==> src/rtl/asa_rci2sci_table_mem.sv <==
// ---------------------------------------------------------------------------
// asa_rci2sci_table_mem
//   RCI-to-SCI translation table shared between the ASA PIO decoder and the
//   ASA datapath lookup port. One single-port RAM, one access per cycle.
//   Lookups win arbitration by default; a PIO access that has lost
//   STARVE_MAX consecutive cycles is forced through.
//
// Ports:
//   clk, rst_n                 core clock, synchronous active-low reset
//   clk_div                    PIO strobe-rate pulse (one clk wide)
//   reg_ms_rci2sci_table       table select from the PIO decoder (level)
//   reg_wr / reg_rd            PIO write / read pulses
//   reg_addr / reg_din         PIO byte address / write data
//   rci2sci_table_mem_ack      access complete (level, held until release)
//   rci2sci_table_mem_rdata    PIO read data (zero-extended entry)
//   lkup_valid / lkup_rci      datapath lookup request / index
//   lkup_ready                 lookup accepted this cycle
//   lkup_sci_valid / lkup_sci  lookup result, one cycle after acceptance
//   lkup_perr                  parity error on lookup result
//
// Build option:
//   ASA_RCI2SCI_PARITY_EN  stores an even-parity bit per entry, reports
//                          mismatches on lkup_perr and PIO rdata MSB.
// ---------------------------------------------------------------------------
module asa_rci2sci_table_mem #(
   parameter int unsigned PIO_NBITS  = 32,
   parameter int unsigned ADDR_NBITS = 8,
   parameter int unsigned SCI_NBITS  = 16,
   parameter int unsigned STARVE_MAX = 4
) (
   input  logic                  clk,
   input  logic                  rst_n,
   input  logic                  clk_div,
   input  logic                  reg_ms_rci2sci_table,
   input  logic                  reg_wr,
   input  logic                  reg_rd,
   input  logic [PIO_NBITS-1:0]  reg_addr,
   input  logic [PIO_NBITS-1:0]  reg_din,
   output logic                  rci2sci_table_mem_ack,
   output logic [PIO_NBITS-1:0]  rci2sci_table_mem_rdata,
   input  logic                  lkup_valid,
   input  logic [ADDR_NBITS-1:0] lkup_rci,
   output logic                  lkup_ready,
   output logic                  lkup_sci_valid,
   output logic [SCI_NBITS-1:0]  lkup_sci,
   output logic                  lkup_perr
);

   localparam int unsigned DEPTH = 2**ADDR_NBITS;
   localparam int unsigned CNT_W = $clog2(STARVE_MAX + 1);
`ifdef ASA_RCI2SCI_PARITY_EN
   localparam int unsigned ENTRY_NBITS = SCI_NBITS + 1;
`else
   localparam int unsigned ENTRY_NBITS = SCI_NBITS;
`endif

   typedef enum logic [1:0] {IDLE, REQ, RDWAIT, ACK} state_t;

   state_t                  state, state_nxt;
   logic                    cmd_wr;
   logic [ADDR_NBITS-1:0]   cmd_idx;
   logic [SCI_NBITS-1:0]    cmd_data;
   logic [CNT_W-1:0]        starve_cnt;

   logic [ENTRY_NBITS-1:0]  mem [DEPTH];
   logic [ENTRY_NBITS-1:0]  ram_q;
   logic [ENTRY_NBITS-1:0]  wr_entry;
   logic [ADDR_NBITS-1:0]   ram_addr;
   logic                    ram_we, ram_re;
   logic                    ram_perr;

   logic                    cmd_capture;
   logic                    pio_forced;
   logic                    pio_grant;
   logic [PIO_NBITS-1:0]    rdata_nxt;
   logic                    unused_bits;

   // Address bits outside the word index and data bits above the entry are
   // intentionally ignored.
   assign unused_bits = ^{reg_addr[PIO_NBITS-1:ADDR_NBITS+2], reg_addr[1:0],
                          reg_din[PIO_NBITS-1:SCI_NBITS]};

   assign cmd_capture = (state == IDLE) & (reg_rd | reg_wr) & reg_ms_rci2sci_table;
   assign pio_forced  = (state == REQ) & (starve_cnt == CNT_W'(STARVE_MAX));
   assign pio_grant   = (state == REQ) & (~lkup_valid | pio_forced);
   assign lkup_ready  = lkup_valid & ~pio_forced;

   // Lookup and PIO grant are mutually exclusive, so the lookup index can own
   // the address mux whenever a lookup is accepted.
   assign ram_addr = lkup_ready ? lkup_rci : cmd_idx;
   assign ram_we   = rst_n & pio_grant & cmd_wr;
   assign ram_re   = rst_n & (lkup_ready | (pio_grant & ~cmd_wr));

`ifdef ASA_RCI2SCI_PARITY_EN
   assign wr_entry = {^cmd_data, cmd_data};
   assign ram_perr = ^ram_q;
`else
   assign wr_entry = cmd_data;
   assign ram_perr = 1'b0;
`endif

   assign lkup_sci  = ram_q[SCI_NBITS-1:0];
   assign lkup_perr = lkup_sci_valid & ram_perr;
   assign rci2sci_table_mem_ack = (state == ACK);

   always_comb begin
      rdata_nxt                  = '0;
      rdata_nxt[SCI_NBITS-1:0]   = ram_q[SCI_NBITS-1:0];
      rdata_nxt[PIO_NBITS-1]     = ram_perr;
   end

   always_comb begin
      state_nxt = state;
      case (state)
         IDLE:    if (cmd_capture) state_nxt = REQ;
         REQ:     if (pio_grant) state_nxt = cmd_wr ? ACK : RDWAIT;
         RDWAIT:  state_nxt = ACK;
         ACK:     if (clk_div & ~reg_ms_rci2sci_table) state_nxt = IDLE;
         default: state_nxt = IDLE;
      endcase
   end

   always_ff @(posedge clk) begin
      if (!rst_n) begin
         state      <= IDLE;
         starve_cnt <= '0;
      end else begin
         state <= state_nxt;
         if (pio_grant)
            starve_cnt <= '0;
         else if (state == REQ)
            starve_cnt <= starve_cnt + 1'b1;
      end
   end

   always_ff @(posedge clk) begin
      if (cmd_capture) begin
         cmd_wr   <= reg_wr;
         cmd_idx  <= reg_addr[ADDR_NBITS+1:2];
         cmd_data <= reg_din[SCI_NBITS-1:0];
      end
   end

   always_ff @(posedge clk) begin
      if (ram_we)
         mem[ram_addr] <= wr_entry;
   end

   always_ff @(posedge clk) begin
      if (!rst_n) begin
         ram_q                   <= '0;
         lkup_sci_valid          <= 1'b0;
         rci2sci_table_mem_rdata <= '0;
      end else begin
         if (ram_re)
            ram_q <= mem[ram_addr];
         lkup_sci_valid <= lkup_ready;
         if (state == RDWAIT)
            rci2sci_table_mem_rdata <= rdata_nxt;
      end
   end

endmodule

==> config.mk <==
export PLATFORM = sky130hd
export DESIGN_NAME = asa_rci2sci_table_mem
export DESIGN_NICKNAME = d
export VERILOG_FILES = /design/src/rtl/asa_rci2sci_table_mem.sv
export SDC_FILE = /design/constraint.sdc
export NUM_CORES = 2
export LEC_CHECK = 0
export ABC_CLOCK_PERIOD_IN_PS = 5700
export CAP_MARGIN = 20
export CORE_UTILIZATION = 35
export DETAILED_ROUTE_END_ITERATION = 6
export PLACE_DENSITY_LB_ADDON = 0.1
export RECOVER_POWER = 25
export SLEW_MARGIN = 20
export SYNTH_ARGS = -nofsm -noshare
export SYNTH_HDL_FRONTEND = slang
export SYNTH_SLANG_ARGS = --single-unit
==> constraint.sdc <==
create_clock -name clk -period 5.7 [get_ports clk]
set_clock_uncertainty 0.15 [all_clocks]
set_input_delay 1.14 -clock clk [delete_from_list [all_inputs] [get_ports clk]]
set_output_delay 1.14 -clock clk [all_outputs]
set_load 0.01 [all_outputs]
# Word-level counts from Yosys, hierarchy flattened
# Memories as Yosys holds them, arrays and structs flattened. A register that Yosys moved wholly into a read port is not among the register bits.
# Cells that the tools add are included.
word_totals:
  reg_bits: 47
  latch_bits: 0
  ram_bits: 4096
  romBits: 0
  inputBits: 79
  memories: 1
mem_list:
  columns: ["name", "words", "width", "rd", "rd_clocked_by_memory_dff", "write_ports", "line_no", "text"]
  rows:
  - ["mem", 256, 16, 1, 1, 1, "65", "logic [ENTRY_NBITS-1:0] mem [DEPTH];"]
op_classes:
  addsub: 1
  n_mul: 0
  div: 0
  n_lt_le_gt_ge: 0
  n_eq_ne: 7
  shift: 0
  mux: 8
  bitwise_logic: 18
  n_reduce_logical: 4
op_table:
  columns: ["op", "count"]
  rows:
  - ["$and A1 B1 Y1", 10]
  - ["$mux W8", 1]
  - ["$pmux W2 S4", 1]
  - ["$mux W2", 3]
  - ["$not A1 Y1", 5]
  - ["$eq A2 B2 Y1 const B", 2]
  - ["$ne A2 B2 Y1 const B", 2]
  - ["$add A3 B1 Y3 const B", 1]
  - ["$eq A3 B3 Y1 const B", 1]
  - ["$mux W1", 3]
  - ["$or A1 B1 Y1", 3]
  - ["$reduce_and A3 Y1", 1]
  - ["$eq A2 B1 Y1 const B", 1]
  - ["$logic_not A2 Y1", 1]
  - ["$ne A2 B1 Y1 const B", 1]
  - ["$reduce_or A2 Y1", 1]
  - ["$logic_not A1 Y1", 1]

# Depth between registers and ports, before layout
logic_depth:
  depth_word: 8
  depth_mapped: 17

# Worst setup path before layout
# No wires, ideal clock.
synth_path:
  kind: "input to register"
  start: "input lkup_valid"
  end: "memory mem[167][0] (netlist bit), enable pin"
  setup_time_ps: 409
  arrival_ps: 4063
  required_time_ps: 5141
  slack_ps: 1078
  cell_stages: 10
  n_path_buf: 5
  path_cell_list: "buf_2 nand2_2 inv_1 buf_2 buf_2 buf_1 o21ai_1 nand3_1 clkbuf_1 nor3_1"
synth_lines:
  columns: ["element", "line_no", "text"]
  rows:
  - ["start, declared", "41", "input logic lkup_valid,"]
  - ["$and A1 B1 Y1", "86", "assign lkup_ready = lkup_valid & ~pio_forced;"]
  - ["via lkup_ready", "43", "output logic lkup_ready,"]
  - ["$mux W8", "90", "assign ram_addr = lkup_ready ? lkup_rci : cmd_idx;"]
  - ["end, declared", "65", null]
# The timed path passes the listed nets, and every way through them passes these cells.

# Final worst setup path
layout_path:
  start: "register state[1]"
  end: "register ram_q[6], in the netlist lkup_sci[6] (read register of mem)"
layout_via:
  elab_chain_cells: 7
layout_rtl:
  columns: ["element", "line_no", "text"]
  rows:
  - ["start, declared", "59", "state_t state, state_nxt;"]
  - ["start signal, assigned", "128", "state <= state_nxt;"]
  - ["$eq A2 B1 Y1 (*)", "84, 85", null]
  - ["$and A1 B1 Y1", "84", "assign pio_forced = (state == REQ) & (starve_cnt == CNT_W'(STARVE_MAX));"]
  - ["$or A1 B1 Y1", "85", "assign pio_grant = (state == REQ) & (~lkup_valid | pio_forced);"]
  - ["$and A1 B1 Y1", "85", null]
  - ["$and A1 B1 Y1", "92", "assign ram_re = rst_n & (lkup_ready | (pio_grant & ~cmd_wr));"]
  - ["$or A1 B1 Y1", "92", null]
  - ["$and A1 B1 Y1", "92", null]
  - ["end, declared", "66", "logic [ENTRY_NBITS-1:0] ram_q;"]
# Every way passes the cells marked *; elsewhere a longest branch is shown, timed or not.
# A chain may end at the register's enable or synchronous reset.

==> metrics <==
met3 WL 33.0 mm; sequential power share 48.1%; Cell Rows 252; r2r setup slk 0.28 ns; Post-DRT Antenna Nets 0; minimum clock period 5.42 ns; Final Slew Violations 3051; Post-Synth XOR/XNOR Area 0%; die area 0.475 sq mm; EDFF count, synth 4121; Crit path top cell by count buf_4; startpoint class of the critical path flop; top_reg_cell synth edfxtp_1; NumNets Final 13400; mux cell area share after synthesis 1.19%; Setup-failing EPs final 0; sequential fraction of the synthesis area 75.3%; Top delay family on crit path buffers and inverters; Area Growth Syn to Fin 18.1%; first-pass GRT wire length 811 mm; cell taking the most area after synthesis edfxtp_1; violated checks capacitance limit, slew limit; layout cell share with drive strength beyond 1 13.7%; Hold Crit Start cmd_data[11]$_DFFE_PP_; CP Launch Point state[1]$_SDFFE_PN0P_; design area 0.195 sq mm; hpwl dp 357 mm; Netlist Area Pre-Place 0.165 sq mm; setup slack after layout 0.276 ns; top routing layer in use met5; H-Tree Depth 5; worst hold path depth 0; worst slew pin tran 4.66 ns; worst path buffer plus inverter count 7; largest family of logic cells by synthesized area simple AND/OR/NAND/NOR gates; Clock Path Buffers 4; Final period util 95.2%; # IOs 131; DP Area 0.182 sq mm; Setup crit end kind flop; first drt pass iteration count 6; Post-Syn Instances 12600; required time worst endpoint 6.40 ns; post-CTS setup buffer count 0; CP Cell Sequence inv_1 -> ha_1 -> nand3_4 -> a211oi_4 -> buf_4 -> buf_12 -> buf_12 -> mux2i_1 -> mux2i_1 -> a32oi_1 -> buf_4 -> a31oi_1 -> buf_4 -> nor4_1 -> buf_4 -> o22a_1 -> a31oi_1; f_max 184 MHz; Critical Path Fanout Max 38; Core Area 0.471 sq mm; slowest stage delay, CP 0.76 ns; CTS sink count 4159; post-synthesis async set-or-reset flop share 0%; PortBufs 73; met2 wire length 272 mm; Clk pwr share 38.6%; synth top area cells edfxtp_1 75%, nand2_1 8.5%, nand3_1 6.1%; setup TNS 0 ns; Clock Tree Root clkbuf_16; Max Cap Violations 32; compound-gate portion of the synthesized area 4.39%; #FFs+latches synth 4159; drt total wl 578 mm; chip width 690 microns; antenna violations before repair 37; Post-Synth Adder-Cell Area 0.0454%; CTS Buf Count 456; sw power 19700 uW; Layout fillers 43400; DR vias 108000; RSZ-0062 raised after global routing false; CTS tree done; reg2reg end lkup_sci[6]$_SDFFE_PN0P_; Syn. warnings 0; DRT met1 WL 254 mm; Hold Path End mem[145][11]$_DFFE_PP_; Sw Ratio 26.9%; DP Worst Slack -0.403 ns; internal cell power 53500 uW; Starting Density 35.1%; Final Hold Fails 0; Worst VDD drop 262 uV; pwr/cell area 375 mW/mm^2; GRT Util Overall 23.8%; clk_lat worst skew 1.03 ns; DRT iter0 DRCs 11300; Die Span Y 690 microns; Worst Hold Class flop to flop; vias in the first global route 104000; largest net degree at the start of global routing 169; total grt overflow 0; post-CTS sizing 0; status finished, violations left; Static Leakage 0.0664 uW; Synth cell types 73; Combinational Power Share 13.3%; Hold Buf Count CTS 0; Critical R2R Launch state[1]$_SDFFE_PN0P_; Slowest-stage cell, CP a211oi_4; post-synthesis simple-gate area fraction 16.3%; Slew headroom -211%; syn avg cell area 13.1 sq um; Routed WL per cell 29.0 microns; area share of the largest cell type after synthesis 74.8%; Residual DRC 0; Worst-path clk slew 0.06 ns; Register-to-Register Path Depth 17; type of the worst setup path flop to flop; number of vias per cell 5.44; gp weighted congestion 0.843; Worst EP arrival 6.12 ns
## per-stage QoR
step	cells	util, %	power (uW)	hold WS (ns)
after floorplan	12600	-	40600	0.359
after global placement	19100	38.6	45400	0.349
after detailed placement	19100	38.6	45500	0.357
after CTS	19900	41.6	73700	0.313
after global routing	19900	41.5	75500	0.343
final	19900	41.5	73200	0.362
## power by group through the flow
| stage | Combinational [uW] | Sequential (uW) | Clock (uW) |
|---|---|---|---|
| after floorplan | 4040 | 36500 | 0 |
| after global placement | 9780 | 35600 | 0 |
| after detailed placement | 9890 | 35600 | 0 |
| after CTS | 9920 | 35000 | 28800 |
| after global routing | 10300 | 35200 | 30000 |
| final | 9740 | 35200 | 28200 |
## placed cells by master, fill, tap and decap left out, types with 15 or more instances in the layout
cell,instances
clkbuf_2,20
inv_1,69
dfxtp_1,38
nand4_1,46
a311oi_1,172
and3_1,148
mux4_2,22
nor2_2,114
a41oi_1,47
mux2i_1,148
clkbuf_16,464
diode_2,15
buf_12,225
o41ai_1,19
bufinv_16,22
nor2_1,144
edfxtp_1,4121
nor3_2,23
nand2_2,18
a21oi_1,43
conb_1,17
clkinv_1,110
nand2_1,3732
a32oi_1,53
a211oi_1,21
dlygate4sd3_1,25
clkdlybuf4s50_1,47
nor2b_1,22
nand3_1,2016
clkinv_2,72
buf_4,787
clkbuf_1,133
a221oi_1,66
o21ai_0,39
a2111oi_0,61
a31oi_1,320
## logic make-up (layout without fill, tap and decap cells)
group                      count (synthesis)  count (layout)
and+or+nand+nor                         6330            6330
DFF                                     4159            4159
AOI/OAI and AO/OA                        967             967
buffers and inverters                    967            2017
muxes                                    170             170
adders and majority gates                  6               6
other                                      1              32
## Yosys cell counts (4+ instances only)
master        n
edfxtp_1   4121
nand2_1    3751
nand3_1    2016
buf_2       440
a31oi_1     321
clkbuf_1    268
nor2_1      265
a311oi_1    172
and3_1      149
mux2i_1     148
buf_1        91
buf_4        87
inv_1        70
a2111oi_0    67
a221oi_1     66
a32oi_1      53
a41oi_1      49
nand4_1      46
a21oi_1      44
o21ai_0      41
dfxtp_1      38
nor3_1       35
nor2b_1      23
o41ai_1      23
a211oi_1     22
mux4_2       22
a22oi_1      13
o22ai_1      13
nor4_1       12
buf_6        11
a211o_1      10
o31ai_1       9
nand2b_1      8
o21ai_1       7
ha_1          6
or4_1         6
a41o_1        5
o21a_1        5
o221ai_1      5
o22a_1        5
a22o_1        4
o211ai_1      4
## registers in the layout, indices dropped and copies added, names as in the netlist
signal	count
cmd_idx	8
cmd_wr	1
cmd_data	16
lkup_sci_valid	1
mem	4096
state	2
starve_cnt	3
lkup_sci	16
rci2sci_table_mem_rdata	16
## worst reg2reg max path, cell delays in order (launching register included)
cell      delay [ns]
dfxtp_1         0.34
inv_1           0.10
ha_1            0.28
nand3_4         0.46
a211oi_4        0.78
buf_4           0.34
buf_12          0.26
buf_12          0.31
mux2i_1         0.23
mux2i_1         0.11
a32oi_1         0.17
buf_4           0.19
a31oi_1         0.16
buf_4           0.17
nor4_1          0.73
buf_4           0.27
o22a_1          0.15
a31oi_1         0.08
## worst max-delay path by stage
stage                                    end  cells past startpoint
floorplan              mem[167][0]$_DFFE_PP_                     10
global placement    lkup_sci[6]$_SDFFE_PN0P_                     17
detailed placement  lkup_sci[6]$_SDFFE_PN0P_                     17
CTS                 lkup_sci[6]$_SDFFE_PN0P_                     17
global route        lkup_sci[6]$_SDFFE_PN0P_                     17
finish              lkup_sci[6]$_SDFFE_PN0P_                     17
## per-layer routing
metal  GRT usage [%]  up-vias
li1                -    47900
met1            33.6    55900
met2            38.8     3581
met3            2.61      793
met4            7.37        4
met5               0        -
## cell type report
class                   instances  area (sq um)  area share [%]
flip-flops and latches       4159        125000            63.8
multi-input cells            7490         37300            19.1
clock buffers                 587         12100            6.21
repair buffers               1124         11300            5.80
well taps                    6223          7790            3.99
clock inverters               236          1980            1.02
inverters                      70           263           0.135
diodes                         15          37.5          0.0192
Power figures use the tool's default switching activity.
